<file path="src/rtl/max_tracker.sv">
// Running-maximum tracker that drives an external 2-bit comparator and decodes
// its result code to update the stored maximum, tie/update counters and a sticky error.
module max_tracker (
    input  logic       clk,
    input  logic       reset,
    input  logic       clear,
    input  logic       in_valid,
    input  logic [1:0] in_data,
    output logic       in_ready,
    output logic [1:0] cmp_first,
    output logic [1:0] cmp_second,
    input  logic [1:0] cmp_out,
    output logic [1:0] max_out,
    output logic       max_valid,
    output logic [3:0] tie_count,
    output logic [3:0] upd_count,
    output logic       err
);

    typedef enum logic [1:0] {
        S_EMPTY = 2'd0,
        S_IDLE  = 2'd1,
        S_CMP   = 2'd2
    } state_t;

    localparam logic [1:0] CODE_EQUAL   = 2'b00;
    localparam logic [1:0] CODE_FIRST   = 2'b01;
    localparam logic [1:0] CODE_SECOND  = 2'b10;
    localparam logic [1:0] CODE_ILLEGAL = 2'b11;

    state_t     r_state;
    state_t     w_stateNext;

    logic [1:0] r_max;
    logic [1:0] r_sample;
    logic       r_maxValid;
    logic [3:0] r_tieCount;
    logic [3:0] r_updCount;
    logic       r_err;

    logic [1:0] w_maxNext;
    logic [1:0] w_sampleNext;
    logic       w_maxValidNext;
    logic [3:0] w_tieCountNext;
    logic [3:0] w_updCountNext;
    logic       w_errNext;

    logic       w_ready;
    logic       w_accept;
    logic [3:0] w_tieInc;
    logic [3:0] w_updInc;

    assign w_ready  = (r_state != S_CMP);
    assign w_accept = in_valid & w_ready;

    assign w_tieInc = (r_tieCount == 4'd15) ? r_tieCount : r_tieCount + 4'd1;
    assign w_updInc = (r_updCount == 4'd15) ? r_updCount : r_updCount + 4'd1;

    always_ff @(posedge clk or posedge reset) begin
        if (reset) begin
            r_state <= S_EMPTY;
        end else begin
            r_state <= w_stateNext;
        end
    end

    // Clear outranks both acceptance and the compare decode, so an in-flight result is dropped.
    always_comb begin
        w_stateNext    = r_state;
        w_maxNext      = r_max;
        w_sampleNext   = r_sample;
        w_maxValidNext = r_maxValid;
        w_tieCountNext = r_tieCount;
        w_updCountNext = r_updCount;
        w_errNext      = r_err;

        if (clear) begin
            w_stateNext    = S_EMPTY;
            w_maxNext      = 2'd0;
            w_sampleNext   = 2'd0;
            w_maxValidNext = 1'b0;
            w_tieCountNext = 4'd0;
            w_updCountNext = 4'd0;
            w_errNext      = 1'b0;
        end else begin
            case (r_state)
                S_EMPTY: begin
                    if (w_accept) begin
                        w_maxNext      = in_data;
                        w_maxValidNext = 1'b1;
                        w_stateNext    = S_IDLE;
                    end
                end
                S_IDLE: begin
                    if (w_accept) begin
                        w_sampleNext = in_data;
                        w_stateNext  = S_CMP;
                    end
                end
                S_CMP: begin
                    case (cmp_out)
                        CODE_EQUAL:   w_tieCountNext = w_tieInc;
                        CODE_FIRST: begin
                            w_maxNext      = r_sample;
                            w_updCountNext = w_updInc;
                        end
                        CODE_SECOND:  w_maxNext = r_max;
                        CODE_ILLEGAL: w_errNext = 1'b1;
                        default:      w_errNext = r_err;
                    endcase
                    w_stateNext = S_IDLE;
                end
                default: begin
                    w_stateNext = S_EMPTY;
                end
            endcase
        end
    end

    always_ff @(posedge clk or posedge reset) begin
        if (reset) begin
            r_max      <= 2'd0;
            r_sample   <= 2'd0;
            r_maxValid <= 1'b0;
            r_tieCount <= 4'd0;
            r_updCount <= 4'd0;
            r_err      <= 1'b0;
        end else begin
            r_max      <= w_maxNext;
            r_sample   <= w_sampleNext;
            r_maxValid <= w_maxValidNext;
            r_tieCount <= w_tieCountNext;
            r_updCount <= w_updCountNext;
            r_err      <= w_errNext;
        end
    end

    assign in_ready   = w_ready;
    assign cmp_first  = r_sample;
    assign cmp_second = r_max;
    assign max_out    = r_max;
    assign max_valid  = r_maxValid;
    assign tie_count  = r_tieCount;
    assign upd_count  = r_updCount;
    assign err        = r_err;

endmodule
</file>
<file path="config.mk">
export PLATFORM = sky130hd
export DESIGN_NAME = max_tracker
export DESIGN_NICKNAME = d
export VERILOG_FILES = /design/src/rtl/max_tracker.sv
export SDC_FILE = /design/constraint.sdc
export NUM_CORES = 1
export LEC_CHECK = 0
export BUFFER_PORTS_ARGS = -buffer_cell sky130_fd_sc_hd__buf_2
export CORE_MARGIN = 2
export CORE_UTILIZATION = 40
export CTS_CLUSTER_DIAMETER = 60
export DETAILED_ROUTE_END_ITERATION = 10
export PLACE_DENSITY = 0.62
export REMOVE_ABC_BUFFERS = 1
export SYNTH_ARGS = -nofsm -noshare
export SYNTH_HDL_FRONTEND = slang
export SYNTH_SLANG_ARGS = --single-unit
</file>
<file path="constraint.sdc">
create_clock -name clk -period 2.03 [get_ports clk]
set_clock_uncertainty 0.05 [all_clocks]
set_input_delay 0 -clock clk [delete_from_list [all_inputs] [get_ports clk]]
set_output_delay 0 -clock clk [all_outputs]
set_load 0.02 [all_outputs]
</file>
==> results of run 1 <==
[metal layers]
layer  track usage  vias up
li1              -      356
met1         0.171      340
met4        0.0556        0
met2         0.262       18
met3        0.0303        3
met5             0        -
[Yosys cell counts]
| cell type | n | area [sq um] |
|---|---|---|
| dfrtp_1 | 16 | 400 |
| o311ai_0 | 2 | 17.5 |
| o21ai_0 | 4 | 20.0 |
| o21a_1 | 1 | 7.51 |
| or3_1 | 2 | 12.5 |
| clkbuf_1 | 2 | 7.51 |
| nor4b_1 | 1 | 8.76 |
| nand2b_1 | 1 | 6.26 |
| or4b_4 | 1 | 13.8 |
| nand4bb_1 | 1 | 11.3 |
| mux2i_1 | 4 | 40.0 |
| nand3_1 | 2 | 10.0 |
| inv_1 | 3 | 11.3 |
| a21o_1 | 1 | 7.51 |
| and4b_1 | 1 | 10.0 |
| buf_4 | 2 | 15.0 |
| buf_6 | 1 | 11.3 |
| nor2_1 | 7 | 26.3 |
| nor3_1 | 3 | 15.0 |
| nand3b_1 | 4 | 30.0 |
| and4bb_2 | 1 | 12.5 |
| and3_1 | 2 | 12.5 |
| a2111oi_0 | 2 | 17.5 |
| nand2_1 | 2 | 7.51 |
| a41oi_1 | 1 | 8.76 |
| xnor2_1 | 1 | 8.76 |
| ha_1 | 2 | 25.0 |
| o41ai_1 | 2 | 17.5 |
| a21oi_1 | 6 | 30.0 |
| a31o_2 | 2 | 17.5 |
[how the worst min path moves through the flow]
stage                               to  depth (start not counted)  slack, ns
after floorplan           cmp_first[0]                          1      -0.14
after global placement    upd_count[3]                          2       0.06
after detailed placement  tie_count[2]                          2       0.06
after CTS                   r_state[0]                          4      0.003
after global routing      cmp_first[1]                          2       0.03
final                       r_state[0]                          4      0.006
[power breakdown]
group | total, W | switching (W) | internal, W
Combinational | 0.0000909 | 0.0000534 | 0.0000375
Clock | 0.000212 | 0.000103 | 0.000109
Sequential | 0.000341 | 0.0000119 | 0.000329
Total | 0.000644 | 0.000168 | 0.000476
[cells by family after synthesis]
logic type | share of synthesized area
multiplexers | 0.0477
adder cells (fa/ha/maj) | 0.0298
AND/OR/NAND/NOR | 0.210
buffers and inverters | 0.0536
XOR/XNOR | 0.0104
flip-flops | 0.477
AO/OA/AOI/OAI | 0.171
[stage by stage]
step	utilization	instance area [sq um]	std cells
CTS	0.527	1030	134
finish	0.527	1030	134
global route	0.527	1030	134
floorplan	-	806	75
detailed placement	0.493	967	127
global placement	0.493	967	127
[flip-flops by register name (all words and copies together) (netlist names)]
signal      cells
r_state         2
max_valid       1
cmp_first       2
err             1
cmp_second      2
upd_count       4
tie_count       4
[worst min-delay path, delay by kind of cell]
kind                      cells  cell delay (ns)
xor gates and xnor gates      1             0.13
buffers and inverters         1             0.10
and+or+nand+nor               2             0.09
[layout make-up]
cell class,count,area share
multi-input combinational,56,0.381
tap,27,0.0327
clock buffer,4,0.0351
timing repair buffer,28,0.153
sequential,16,0.387
inverter,3,0.0109
==> flow_summary.json, run 1 <==
{
  "p_leak_nw": 0.517,
  "chipHeight_microns": 49.8,
  "timing.fmax_ghz": 0.582,
  "dpl.hpwl_microns": 1210,
  "wl_per_cell_microns": 12.4,
  "top_layer_used": "met4",
  "synthCells": 80,
  "crit_path_end": "tie_count[3]",
  "slowest_stage": "or4b_4",
  "met3_length_microns": 82,
  "die_w_microns": 49.8,
  "setup_viol": 0,
  "drt_pass1_iterations": 3,
  "grt_max_degree": 17,
  "cts_sinks": 16,
  "reg2reg_depth": 3,
  "port_buffers": 24,
  "drv_cap": 0,
  "synth_seq_cells": 16,
  "rows": 16,
  "cts_htree_levels": 1,
  "drcViolationCount": 0,
  "tns_ns": 0,
  "r2r_start": "r_state[0]",
  "power_density_mw_per_mm2": 623,
  "cts_made_buffers": 3,
  "start_util": 0.428,
  "place_ws_ns": 0.330,
  "power_w": 0.000644,
  "hold_viol": 0,
  "slew_violations": 0,
  "setup.worst_path.class": "register to register",
  "grt_pass1_wl_microns": 2790,
  "fillers": 205,
  "grt_overflow": 0,
  "synth_cell_types": 30,
  "insertion_delay_ns": 0.29,
  "cts.clk_slew.worst_paths_ns": 0.09,
  "drt_iter0_markers": 6,
  "wirelength_microns": 1660,
  "diodes": 0,
  "regArea_sq_um": 400,
  "hold_class": "input pin to register",
  "die_area_sq_mm": 0.00248,
  "syn_area_sq_um": 840,
  "area_growth_pct": 23.1,
  "drive_gt1_frac": 0.308,
  "crit_buf_inv": 0,
  "reg2reg_setup_slack_ns": 0.31,
  "worstPathRequired_ns": 2.14,
  "max_slew.worst_pin.slew_ns": 0.600,
  "crit_family": "simple AND/OR/NAND/NOR gates",
  "startpoint": "r_state[0]",
  "endpoint_kind": "register",
  "status": "complete, no violations",
  "crit_path_start_kind": "register",
  "rr_endpoint": "tie_count[3]",
  "via_count": 717,
  "period_minus_slack_ns": 1.72,
  "wl_met1_microns": 779,
  "ir_drop_v": 0.000386,
  "cp_cell_sequence": "or4b_4 -> o311ai_0 -> o41ai_1",
  "min_from": "in_valid",
  "worstSetupPathDepth": 3,
  "ys_seq_area_frac": 0.477,
  "clockBufferDepth": 2,
  "cts_tree": "done",
  "cts_setup_buffers": 0,
  "post_cts_resized": 0,
  "antenna_found_initial": 0,
  "max-slew-margin-rel": 0.600,
  "wl_met2_microns": 776,
  "drtAntennaViolNets": 0,
  "worstPathMaxFanout": 10,
  "gp_congestion": 0.725,
  "drt-vias-per-instance": 5.35,
  "post-route-period-util": 0.846,
  "grt_pass1_vias": 683,
  "slowest_delay_ns": 0.59,
  "core-area_sq_mm": 0.00196,
  "rsz0062_at_grt": "no",
  "cp_data_arrival_time_ns": 1.83,
  "gr-usage-all-layers": 0.147,
  "synth.avg_cell_area_sq_um": 10.5,
  "fin_ws_ns": 0.313,
  "cts_root_buf": "clkbuf_4",
  "cts_hold_buf": 3,
  "layout_common_cells": "24 x buf_2, 16 x dfrtp_1, 7 x nor2_1, 6 x a21oi_1",
  "final_common_cell": "buf_2",
  "hold_ws_ns": 0.00561,
  "layout.nets": 118,
  "multi_input_area_sq_um": 394,
  "io_pins": 25,
  "yosysWarnings": 0
}
Note: power is estimated with default switching activity, not from simulation.
==> run 2: changes to the inputs <==
- clock period: 2.03 -> 1.75 ns (I/O delays scaled with it)
==> run 2 against run 1 <==
Via count up 6.8%. Routed wire length up 16%. Count of clock-buffer cells in the layout unchanged. Global-route usage up 3.1 points. Cell area up 1.7%. Critical path depth unchanged. Critical endpoint unchanged.
==> flow_summary.json, run 2 (synthesis gave the netlist of run 1 again) <==
{
  "die_w_microns": 49.8,
  "drive_gt1_frac": 0.312,
  "clockBufferDepth": 2,
  "p_leak_nw": 0.527,
  "whs_endpoint": "err",
  "reg2reg_depth": 3,
  "fillers": 200,
  "layout.nets": 120,
  "gr-usage-all-layers": 0.178,
  "drt_pass1_iterations": 4,
  "fin_ws_ns": 0.116,
  "cts_root_buf": "clkbuf_4",
  "diodes": 0,
  "power_density_mw_per_mm2": 726,
  "grt_pass1_vias": 761,
  "final_common_cell": "buf_2",
  "place_ws_ns": 0.129,
  "placedInstanceArea_sq_um": 975,
  "slowest_stage": "or4b_4",
  "cts_made_buffers": 3,
  "slew_violations": 0,
  "final_cells": 136,
  "antenna_found_initial": 0,
  "start_util": 0.428,
  "grt_util_met3": 0.0364,
  "worstPathRequired_ns": 1.87,
  "cts_htree_levels": 1,
  "post-route-period-util": 0.934,
  "multi_input_area_sq_um": 394,
  "max-slew-margin-rel": 0.589,
  "area_growth_pct": 25.2,
  "r2r_start": "r_state[0]",
  "crit_path_start_kind": "register",
  "gp_congestion": 0.718,
  "wl_per_cell_microns": 14.2,
  "cts_sinks": 16,
  "layout_common_cells": "24 x buf_2, 16 x dfrtp_1, 7 x nor2_1, 6 x a21oi_1",
  "hold_class": "input pin to register",
  "setup_viol": 0,
  "busiest_layer": "met2",
  "status": "complete, no violations",
  "min_from": "clear",
  "rows": 16,
  "wirelength_microns": 1930,
  "grt_max_degree": 17,
  "rr_endpoint": "tie_count[3]",
  "io_pins": 25,
  "grt_pass1_wl_microns": 3390,
  "via_count": 766,
  "port_buffers": 24,
  "tns_ns": 0,
  "met2_usage": 0.284,
  "hold_depth": 2,
  "reg2reg_setup_slack_ns": 0.12,
  "drv_cap": 0,
  "period_minus_slack_ns": 1.63,
  "hold_viol": 0,
  "cts_tree": "done",
  "drcViolationCount": 0,
  "drtAntennaViolNets": 0,
  "cp_data_arrival_time_ns": 1.75,
  "die_area_sq_mm": 0.00248,
  "stdcell_area_sq_mm": 0.00105,
  "core-area_sq_mm": 0.00196,
  "post_cts_resized": 0,
  "worstPathMaxFanout": 5,
  "grt_overflow": 0,
  "endpoint_kind": "register",
  "slowest_delay_ns": 0.56,
  "grt_util_met1": 0.237,
  "drt_iter0_markers": 14,
  "chipHeight_microns": 49.8,
  "ir_drop_v": 0.000373,
  "dpl.hpwl_microns": 1280,
  "setup.worst_path.class": "register to register",
  "cts_setup_buffers": 0,
  "max_slew.worst_pin.slew_ns": 0.616,
  "regArea_sq_um": 400,
  "rsz0062_at_grt": "no",
  "power_w": 0.000763,
  "drt-vias-per-instance": 5.63,
  "insertion_delay_ns": 0.29,
  "placedCellCount": 128,
  "cts.clk_slew.worst_paths_ns": 0.10,
  "timing.fmax_ghz": 0.612,
  "cp_cell_sequence": "or4b_4 -> o311ai_0 -> o41ai_1"
}
-- run 2: worst max-delay path by stage --
stage	from	end	slack [ns]	depth (start not counted)
floorplan	r_state[0]	tie_count[3]	0.14	3
global placement	r_state[0]	tie_count[3]	0.22	3
detailed placement	r_state[0]	tie_count[3]	0.13	3
CTS	r_state[0]	tie_count[3]	0.11	3
global route	r_state[0]	tie_count[3]	0.05	3
finish	r_state[0]	tie_count[3]	0.12	3
-- run 2: layout make-up --
| class | instances | share of cell area |
|---|---|---|
| Timing Repair Buffer | 30 | 0.167 |
| Clock buffer | 4 | 0.0345 |
| Multi-Input combinational cell | 56 | 0.375 |
| Tap cell | 27 | 0.0321 |
| Sequential cell | 16 | 0.381 |
| Inverter | 3 | 0.0107 |
-- run 2: per-layer routing --
layer / vias up / wire [microns]
met3: 4 / 89
met5: - / 0
met1: 382 / 911
met2: 23 / 901
li1: 357 / -
met4: 0 / 25
-- run 2: worst max-delay path: cells and delay by family, from the launching register on --
kind	cells	cell delay, ns
AND/OR/NAND/NOR	1	0.56
AO/OA/AOI/OAI	2	0.50
flip-flops	1	0.39
-- run 2: through the flow --
step / hold WS, ns / util
CTS: 0.0140 / 0.536
detailed placement: 0.0631 / 0.497
finish: 0.0136 / 0.536
global route: 0.0456 / 0.536
floorplan: -0.136 / -
global placement: 0.0570 / 0.497
-- run 2: repair_timing --
action,CTS,global route
endpoints found under the hold margin,19,0
setup endpoints to repair,0,0
hold buffers,4,0
-- run 2: where the power goes --
group,total [W],switching (W),internal [W]
clock,0.000253,0.000126,0.000127
combinational,0.000119,0.0000707,0.0000485
sequential,0.000390,0.00000797,0.000382
